==> src/rtl/tlb.sv <==
`default_nettype none
// ============================================================================
// Module  : tlb
// Brief   : Unified LoongArch-style TLB with two combinational search ports,
//           a tlbrd read port, a tlbwr/tlbfill write port and invtlb.
// Revision: 1.0 - initial release
// ============================================================================

package tlb_pkg;
    typedef struct packed {
        logic        found;
        logic [19:0] ppn;
        logic [5:0]  ps;
        logic [1:0]  plv;
        logic [1:0]  mat;
        logic        d;
        logic        v;
    } tlb_result_t;
endpackage

module tlb
    import tlb_pkg::*;
#(
    parameter  int TLBNUM = 16,
    localparam int IDXW   = $clog2(TLBNUM)
) (
    input  logic              clk,
    input  logic              reset,
    input  logic [18:0]       s0_vppn,
    input  logic              s0_va_bit12,
    input  logic [9:0]        s0_asid,
    output tlb_result_t       s0_result,
    output logic [IDXW-1:0]   s0_index,
    input  logic [18:0]       s1_vppn,
    input  logic              s1_va_bit12,
    input  logic [9:0]        s1_asid,
    output tlb_result_t       s1_result,
    output logic [IDXW-1:0]   s1_index,
    input  logic              we,
    input  logic [IDXW-1:0]   w_index,
    input  logic              w_e,
    input  logic [18:0]       w_vppn,
    input  logic [5:0]        w_ps,
    input  logic              w_g,
    input  logic [9:0]        w_asid,
    input  logic [19:0]       w_ppn0,
    input  logic [1:0]        w_plv0,
    input  logic [1:0]        w_mat0,
    input  logic              w_d0,
    input  logic              w_v0,
    input  logic [19:0]       w_ppn1,
    input  logic [1:0]        w_plv1,
    input  logic [1:0]        w_mat1,
    input  logic              w_d1,
    input  logic              w_v1,
    input  logic [IDXW-1:0]   r_index,
    output logic              r_e,
    output logic [18:0]       r_vppn,
    output logic [5:0]        r_ps,
    output logic              r_g,
    output logic [9:0]        r_asid,
    output logic [19:0]       r_ppn0,
    output logic [1:0]        r_plv0,
    output logic [1:0]        r_mat0,
    output logic              r_d0,
    output logic              r_v0,
    output logic [19:0]       r_ppn1,
    output logic [1:0]        r_plv1,
    output logic [1:0]        r_mat1,
    output logic              r_d1,
    output logic              r_v1,
    input  logic              inv_en,
    input  logic [4:0]        inv_op,
    input  logic [9:0]        inv_asid,
    input  logic [18:0]       inv_vppn
);

    localparam logic [5:0] c_ps_4k = 6'd12;

    logic              r_tlb_e    [TLBNUM];
    logic [18:0]       r_tlb_vppn [TLBNUM];
    logic [5:0]        r_tlb_ps   [TLBNUM];
    logic              r_tlb_g    [TLBNUM];
    logic [9:0]        r_tlb_asid [TLBNUM];
    logic [19:0]       r_tlb_ppn0 [TLBNUM];
    logic [1:0]        r_tlb_plv0 [TLBNUM];
    logic [1:0]        r_tlb_mat0 [TLBNUM];
    logic              r_tlb_d0   [TLBNUM];
    logic              r_tlb_v0   [TLBNUM];
    logic [19:0]       r_tlb_ppn1 [TLBNUM];
    logic [1:0]        r_tlb_plv1 [TLBNUM];
    logic [1:0]        r_tlb_mat1 [TLBNUM];
    logic              r_tlb_d1   [TLBNUM];
    logic              r_tlb_v1   [TLBNUM];

    logic [TLBNUM-1:0] w_inv_hit;

    // Any ps other than 12 behaves as a 2 MiB page (compare VA[31:22] only).
    function automatic logic va_match(input logic [5:0] ps, input logic [18:0] a,
                                      input logic [18:0] b);
        return (ps == c_ps_4k) ? (a == b) : (a[18:9] == b[18:9]);
    endfunction

    generate
        for (genvar p = 0; p < 2; p++) begin : g_port
            logic [18:0]     w_vppn_q;
            logic            w_bit12_q;
            logic [9:0]      w_asid_q;
            tlb_result_t     w_res;
            logic [IDXW-1:0] w_idx;
            logic            w_odd;

            assign w_vppn_q  = (p == 0) ? s0_vppn     : s1_vppn;
            assign w_bit12_q = (p == 0) ? s0_va_bit12 : s1_va_bit12;
            assign w_asid_q  = (p == 0) ? s0_asid     : s1_asid;

            // Scan from the top so the lowest matching index is the last writer.
            always_comb begin
                w_res = '0;
                w_idx = '0;
                w_odd = 1'b0;
                for (int i = TLBNUM - 1; i >= 0; i--) begin
                    if (r_tlb_e[i] && (r_tlb_g[i] || r_tlb_asid[i] == w_asid_q) &&
                        va_match(r_tlb_ps[i], r_tlb_vppn[i], w_vppn_q)) begin
                        w_idx     = IDXW'(i);
                        w_odd     = (r_tlb_ps[i] == c_ps_4k) ? w_bit12_q : w_vppn_q[8];
                        w_res.found = 1'b1;
                        w_res.ps  = r_tlb_ps[i];
                        w_res.ppn = w_odd ? r_tlb_ppn1[i] : r_tlb_ppn0[i];
                        w_res.plv = w_odd ? r_tlb_plv1[i] : r_tlb_plv0[i];
                        w_res.mat = w_odd ? r_tlb_mat1[i] : r_tlb_mat0[i];
                        w_res.d   = w_odd ? r_tlb_d1[i]   : r_tlb_d0[i];
                        w_res.v   = w_odd ? r_tlb_v1[i]   : r_tlb_v0[i];
                    end
                end
            end
        end
    endgenerate

    assign s0_result = g_port[0].w_res;
    assign s0_index  = g_port[0].w_idx;
    assign s1_result = g_port[1].w_res;
    assign s1_index  = g_port[1].w_idx;

    always_comb begin
        w_inv_hit = '0;
        for (int i = 0; i < TLBNUM; i++) begin
            case (inv_op)
                5'd0, 5'd1: w_inv_hit[i] = 1'b1;
                5'd2:       w_inv_hit[i] = r_tlb_g[i];
                5'd3:       w_inv_hit[i] = !r_tlb_g[i];
                5'd4:       w_inv_hit[i] = !r_tlb_g[i] && (r_tlb_asid[i] == inv_asid);
                5'd5:       w_inv_hit[i] = !r_tlb_g[i] && (r_tlb_asid[i] == inv_asid) &&
                                           va_match(r_tlb_ps[i], r_tlb_vppn[i], inv_vppn);
                5'd6:       w_inv_hit[i] = (r_tlb_g[i] || (r_tlb_asid[i] == inv_asid)) &&
                                           va_match(r_tlb_ps[i], r_tlb_vppn[i], inv_vppn);
                default:    w_inv_hit[i] = 1'b0;
            endcase
        end
    end

    // The write follows the invalidate so a same-cycle write always lands intact.
    always_ff @(posedge clk) begin
        if (reset) begin
            for (int i = 0; i < TLBNUM; i++) begin
                r_tlb_e[i]    <= 1'b0;
                r_tlb_vppn[i] <= '0;
                r_tlb_ps[i]   <= '0;
                r_tlb_g[i]    <= 1'b0;
                r_tlb_asid[i] <= '0;
                r_tlb_ppn0[i] <= '0;
                r_tlb_plv0[i] <= '0;
                r_tlb_mat0[i] <= '0;
                r_tlb_d0[i]   <= 1'b0;
                r_tlb_v0[i]   <= 1'b0;
                r_tlb_ppn1[i] <= '0;
                r_tlb_plv1[i] <= '0;
                r_tlb_mat1[i] <= '0;
                r_tlb_d1[i]   <= 1'b0;
                r_tlb_v1[i]   <= 1'b0;
            end
        end else begin
            if (inv_en) begin
                for (int i = 0; i < TLBNUM; i++) begin
                    if (w_inv_hit[i]) begin
                        r_tlb_e[i] <= 1'b0;
                    end
                end
            end
            if (we) begin
                r_tlb_e[w_index]    <= w_e;
                r_tlb_vppn[w_index] <= w_vppn;
                r_tlb_ps[w_index]   <= w_ps;
                r_tlb_g[w_index]    <= w_g;
                r_tlb_asid[w_index] <= w_asid;
                r_tlb_ppn0[w_index] <= w_ppn0;
                r_tlb_plv0[w_index] <= w_plv0;
                r_tlb_mat0[w_index] <= w_mat0;
                r_tlb_d0[w_index]   <= w_d0;
                r_tlb_v0[w_index]   <= w_v0;
                r_tlb_ppn1[w_index] <= w_ppn1;
                r_tlb_plv1[w_index] <= w_plv1;
                r_tlb_mat1[w_index] <= w_mat1;
                r_tlb_d1[w_index]   <= w_d1;
                r_tlb_v1[w_index]   <= w_v1;
            end
        end
    end

    assign r_e    = r_tlb_e[r_index];
    assign r_vppn = r_tlb_vppn[r_index];
    assign r_ps   = r_tlb_ps[r_index];
    assign r_g    = r_tlb_g[r_index];
    assign r_asid = r_tlb_asid[r_index];
    assign r_ppn0 = r_tlb_ppn0[r_index];
    assign r_plv0 = r_tlb_plv0[r_index];
    assign r_mat0 = r_tlb_mat0[r_index];
    assign r_d0   = r_tlb_d0[r_index];
    assign r_v0   = r_tlb_v0[r_index];
    assign r_ppn1 = r_tlb_ppn1[r_index];
    assign r_plv1 = r_tlb_plv1[r_index];
    assign r_mat1 = r_tlb_mat1[r_index];
    assign r_d1   = r_tlb_d1[r_index];
    assign r_v1   = r_tlb_v1[r_index];

endmodule

`default_nettype wire

==> config.mk <==
export PLATFORM = sky130hd
export DESIGN_NAME = tlb
export DESIGN_NICKNAME = d
export VERILOG_FILES = /design/src/rtl/tlb.sv
export SDC_FILE = /design/constraint.sdc
export NUM_CORES = 2
export LEC_CHECK = 0
export ABC_AREA = 1
export CAP_MARGIN = 20
export CELL_PAD_IN_SITES_DETAIL_PLACEMENT = 1
export CELL_PAD_IN_SITES_GLOBAL_PLACEMENT = 2
export CORE_MARGIN = 3
export CORE_UTILIZATION = 36
export CTS_CLUSTER_DIAMETER = 50
export CTS_CLUSTER_SIZE = 8
export DETAILED_ROUTE_END_ITERATION = 7
export PLACE_DENSITY_LB_ADDON = 0.1
export SYNTH_ARGS = -nofsm -noshare
export SYNTH_HDL_FRONTEND = slang
export SYNTH_SLANG_ARGS = --single-unit
==> constraint.sdc <==
create_clock -name clk -period 9.35 [get_ports clk]
set_input_delay 1.4025 -clock clk [delete_from_list [all_inputs] [get_ports clk]]
set_output_delay 1.4025 -clock clk [all_outputs]
set_load 0.05 [all_outputs]
==> impl_metrics.yaml <==
outcome:
  status: "complete, no violations"
placed_design:
  gp_congestion: 0.9814
  dp_hpwl_mm: 440.3
  portBuffers: 357
die:
  die_y_um: 537.3
  rows: 194
  core_area_um2: 280100
  dieArea_um2: 288600
  ioPinCount: 358
  die_w_um: 537.3
  start_util_pct: 36.27
sta:
  fmax_mhz: 121.9
  rsz0062_at_grt: "no"
  slew_viol_final: 0
  finalCritPeriodShare_pct: 87.76
  setup-violations-final: 0
  max-slew-margin-rel_pct: 10.32
  final_hold_viol_count: 0
  fin_crit_ns: 8.206
  worst_pin_slew_ns: 1.331
  timing.hold.ws_ns: 0.7893
  tns_ns: 0
  finClkSkew_ns: 0.03761
global_route:
  grt_pass1_vias: 107800
  overflow: 0
  grt_max_degree: 162
  grt_pass1_wl_mm: 873.9
  antenna_found_initial: 40
  grtUsageTotal_pct: 42.62
setup_path:
  start_kind: "input port"
  cp-end-kind: "primary output"
  worst-setup-path-type: "in -> out"
  arrival_ns: 6.80
  crit_top_cell: "nand2_1"
  slowest_stage: "buf_2"
  cpPeakStageDelay_ns: 0.73
  crit_path_max_fanout: 25
  cp.required_ns: 7.95
cts:
  cts_buffer_depth: 4
  clock_latency_ns: 0.90
  post_cts_buffers: 0
  clock-root-buffer: "clkbuf_16"
  hold_buffers: 0
  cts_repair_resize_count: 0
  clkSlewWorstSetupHoldPaths_ns: 0.05
  cts_max_level: 5
  cts_tree: "done"
  numCtsBuffers: 286
  cts_sinks: 1424
pwr:
  peakVddDrop_mv: 0.1523
  p_per_area_nw_per_um2: 181.9
  leakage_nw: 48.53
drt:
  drt-pass1-iter-count: 6
  postRouteAntennaNets: 0
  drt_iter0_markers: 17790
  drc_errors: 0
  totalWireLength_mm: 639.9
  via_count: 114300
  avgViaCountPerCell: 6.406
  wl_per_cell_um: 35.85
synth:
  synth_top_area_share_pct: 42.09
  synthesis.area_um2: 101600
  syn_inst: 13900
  ys_seq_area_share_pct: 42.09
  synth_nets: 14100
  yosysUniqueCellTypes: 74
  synth.top_cells.by_area: "edfxtp_1 42%, nand2_1 12%, nor2_1 8.7%"
  synth.avg_cell_area_um2: 7.309
  synth_edf_count: 1424
  synth-async-reset-ratio_pct: 0
  synth_area_leader_cell: "edfxtp_1"
  synth_seq_cells: 1424
  ys_warn_count: 0
  synth_ff_type: "edfxtp_1"
run:
  cap_violations: 0
cells_and_area:
  drive_above_1_share_pct: 8.434
  area_delta_synth_final_pct: 17.17
  multi_input_area_um2: 50580
  seq_area_um2: 42760
  fin_nets: 14120
  n_fill_cell: 34080
hold_path:
  worstHoldPathType: "reg -> reg"
routing by layer:
layer | global-route usage, % | wire length, um | vias up
li1 | - | - | 47240
met3 | 12.55 | 82330 | 1388
met4 | 18.10 | 31950 | 32
met2 | 58.86 | 254900 | 7903
met1 | 61.26 | 270500 | 57760
met5 | 0 | 209 | -
layout make-up:
cell class	instances	area share (%)
Multi-Input combinational cell	10310	42.49
Sequential cell	1424	35.92
Timing Repair Buffer	800	6.551
Clock buffer	322	6.215
Tap cell	3724	3.914
Inverter	1099	3.500
Clock inverter	153	1.386
Antenna cell	14	0.02943
logic make-up (layout without fill, tap and decap cells):
kind of cell / Yosys count / in the layout / share of synthesized area [%]
XOR/XNOR: 555 / 555 / 4.784
other: 0 / 14 / 0
buffers and inverters: 2165 / 2374 / 8.774
flip-flops: 1424 / 1424 / 42.09
AND/OR/NAND/NOR: 6340 / 6340 / 24.99
multiplexers: 4 / 4 / 0.03941
AO/OA/AOI/OAI: 3412 / 3412 / 19.32
path summary, 6_finish.rpt:
kind                  start           end  slack [ns]  cells past startpoint
max reg2reg  r_tlb_ps[9][4]    r_tlb_e[9]        5.82                      7
min reg2reg      r_tlb_g[5]    r_tlb_e[5]        0.79                      4
max              s0_asid[7]  s0_result[5]        1.14                     27
min              r_tlb_g[5]    r_tlb_e[5]        0.79                      4
registers in the layout (all words and copies together) (netlist names), 96 cells and up:
register,count
r_tlb_asid,160
r_tlb_ppn0,320
r_tlb_ppn1,320
r_tlb_ps,96
r_tlb_vppn,304
metrics by stage:
step | worst slack (ns) | util, % | power (mW) | cells | instance area [um^2]
3_5_place_dp | 1.521 | 39.01 | 11.36 | 17320 | 109300
5_1_grt | 1.201 | 42.49 | 22.11 | 17830 | 119000
3_3_place_gp | 1.499 | 38.94 | 11.31 | 17310 | 109100
4_1_cts | 1.489 | 42.24 | 21.50 | 17800 | 118300
2_1_floorplan | 3.487 | - | 9.660 | 13900 | 101600
6_report | 1.144 | 42.50 | 21.66 | 17850 | 119000
worst max-delay path, delay by kind of cell:
family                 cells  cell delay, ns
and+or+nand+nor           22            3.30
buffers and inverters      5            2.06
synth_stat cells, drive strengths merged, types with 9 or more instances:
cell / n
o211ai: 95
a211oi: 37
o221ai: 138
nand3b: 13
inv: 1072
nand4: 121
o31ai: 9
clkinv: 27
o21a: 18
o21ai: 1619
o41ai: 26
clkbuf: 714
o22ai: 248
nor3: 99
a221oi: 89
or2: 9
a31oi: 262
edfxtp: 1424
nand3: 422
o2111ai: 67
nor2: 2357
buf: 352
a2111oi: 28
xnor2: 237
a21oi: 748
nor4: 98
nand2: 3183
xor2: 318
power breakdown:
part           internal, mW  switching [mW]
registers              7.43           0.428
logic                 0.905            2.71
clock network          6.43            3.75
layout by cell type (no fill, tap or decap), drive strengths merged, types with 248 or more instances in the layout:
cell type | synthesis | layout
nand2 | 3183 | 3183
nor2 | 2357 | 2357
o21ai | 1619 | 1619
edfxtp | 1424 | 1424
inv | 1072 | 1083
a21oi | 748 | 748
buf | 352 | 545
nand3 | 422 | 422
clkbuf | 714 | 325
xor2 | 318 | 318
a31oi | 262 | 262
clkdlybuf4s50 | 0 | 252
o22ai | 248 | 248
(Power assumes the default switching activity.)
==> variant: new RTL, config.mk and constraints unchanged <==
Change the parameter `TLBNUM` from 16 to 8.
--- a/src/rtl/tlb.sv
+++ b/src/rtl/tlb.sv
@@ -21,7 +21,7 @@
 module tlb
     import tlb_pkg::*;
 #(
-    parameter  int TLBNUM = 16,
+    parameter  int TLBNUM = 8,
     localparam int IDXW   = $clog2(TLBNUM)
 ) (
     input  logic              clk,
Interface: changed (resized r_index, s0_index, s1_index and w_index); port bits go from 358 to 354. The function was not compared with the original's and may differ.
==> variant against the original RTL <==
  * Clock skew is 5.5 ps lower
  * Synthesized area fell by 50%
  * Power shrank 51%
  * Core utilization rose by 0.39 points
  * Sequential share of layout area fell by 0.32 points
  * Worst setup slack worse by 91 ps
  * Register-to-register slack better by 450 ps
  * Non-clock buffer count is 322 lower
  * Sequential cell count fell by 712
  * Cell area decreased by 50%
  * Wire length decreased by 52%
  * Largest power group unchanged
  * Highest routed layer unchanged
==> variant: results (changes against the original RTL) <==
status: "finished clean"
antenna_found_initial: 17  # -57%
via_per_inst: 6.03  # -5.9%
firstDrtPassIters: 8  # +2
portBuffers: 353  # -1.1%
grt_pass1_vias: 54800  # -49%
place_area_um2: 55900  # -49%
cp_data_arrival_time_ps: 6890  # +90 ps
fillers: 17400  # -49%
grt_max_degree: 134  # -17%
ys_seq_area_share_pct: 42.0  # -0.12 points
synth_edf_count: 712  # -50%
syn_area_per_cell_um2: 7.04  # -3.7%
grt_pass1_wl_um: 423000  # -52%
clock_skew_ps: 32.1  # -5.54 ps
hold_viol_final: 0  # unchanged
post-dp-hpwl_um: 214000  # -51%
relSlewSlack_pct: 15.3  # +5.0 points
critical_path.max_stage_delay_ps: 880  # +150 ps
fin_nets: 7569  # -46%
drtIter0Drc: 7068  # -60%
place_congestion: 1.03  # +4.7%
post_drt_wl_per_cell_um: 32.7  # -8.8%
hold_class: "reg2reg"
placed_cells: 9119  # -47%
stdcell_count: 9338  # -48%
multi_input_area_um2: 25000  # -51%
insertion_delay_ps: 790  # -110 ps
yosys-top-cells-count: "nand2_1 (1633), nor2_1 (1479), o21ai_0 (826)"
reg_top3: "r_tlb_ppn0 (160), r_tlb_ppn1 (160), r_tlb_vppn (152)"
synthArstFlopShare_pct: 0  # unchanged
ir_drop_v: 0.000164  # +7.9%
p_leak_nw: 25.0  # -48%
root_buffer: "clkbuf_16"
worstPathMaxFanout: 18  # -28%
crit_path_top_delay_cell: "nor2_4"
htreeDepth: 4  # -1
cts_resized: 0  # unchanged
clock_path_buffers: 3  # -1
syn_nets: 7430  # -47%
ys_top_cells_by_area: "edfxtp_1 (42%), nand2_1 (12%), nor2_1 (11%)"
cts_buffers: 130  # -55%
cts_setup_buffers: 0  # unchanged
yosys.cell_types.count: 45  # -39%
drive_gt1_share_pct: 5.54  # -2.9 points
clkTransAtPathRegs_ps: 50  # about the same
synth_flop_cell: "edfxtp_1"
gr-usage-all-layers_pct: 40.6  # -2.0 points
dpl_worst_slack_ps: 1360  # -164 ps
ys_warn_count: 0  # unchanged
[variant: changes by cell type after synthesis, sizes merged, moves of 72 or more]
| cell | change |
|---|---|
| nand2 | -1549 |
| clkbuf | -432 |
| o221ai | -132 |
| buf | -163 |
| o211ai | -72 |
| inv | -363 |
| xnor2 | -100 |
| edfxtp | -712 |
| o21ai | -742 |
| nand3 | -216 |
| xor2 | -185 |
| a21oi | -409 |
| a31oi | -167 |
| nor2 | -872 |
[variant: final cells by class]
type	count	area share (%)
antenna	5	0.0208
clock buffer	156	5.68
clock inverter	57	1.15
inverter	712	4.55
multi-input combinational	5342	41.6
sequential	712	35.6
tap	1876	3.91
timing repair buffer	478	7.52
[variant: final timing paths]
check,start,endpoint,slack [ps],cells past startpoint
worst max-delay path,s0_vppn[16],s0_result[30],1050,19
worst max register to register,r_tlb_vppn[5][0],r_tlb_e[5],6270,9
worst min-delay path,r_tlb_g[2],r_tlb_e[2],840,4
worst min register to register,r_tlb_g[2],r_tlb_e[2],840,4
[variant: cell families (layout without fill, tap and decap cells)]
logic type             Yosys count  count (layout)  synth area share [%]
AND/OR/NAND/NOR               3474            3474                  26.9
AO/OA/AOI/OAI                 1598            1598                  17.1
buffers and inverters         1183            1403                  9.37
flip-flops                     712             712                  42.0
XOR/XNOR                       270             270                  4.64
other                            0               5                     0
[variant: critical path, delay by kind of cell]
family / cells / cell delay, ps
buffers and inverters: 4 / 2310
AND/OR/NAND/NOR: 15 / 3120
[variant: power by group]
part / internal [mW] / switching (mW)
clock: 2.92 / 1.74
sequential: 3.73 / 0.233
combinational: 0.514 / 1.40
total: 7.16 / 3.37
[variant: per-layer routing]
layer	up-vias	share of wire [%]	GRT usage, %
li1	24200	-	-
met1	28100	41	54.7
met2	3312	43	61.7
met3	707	10	9.91
met4	18	5.0	18.2
met5	-	0.043	0
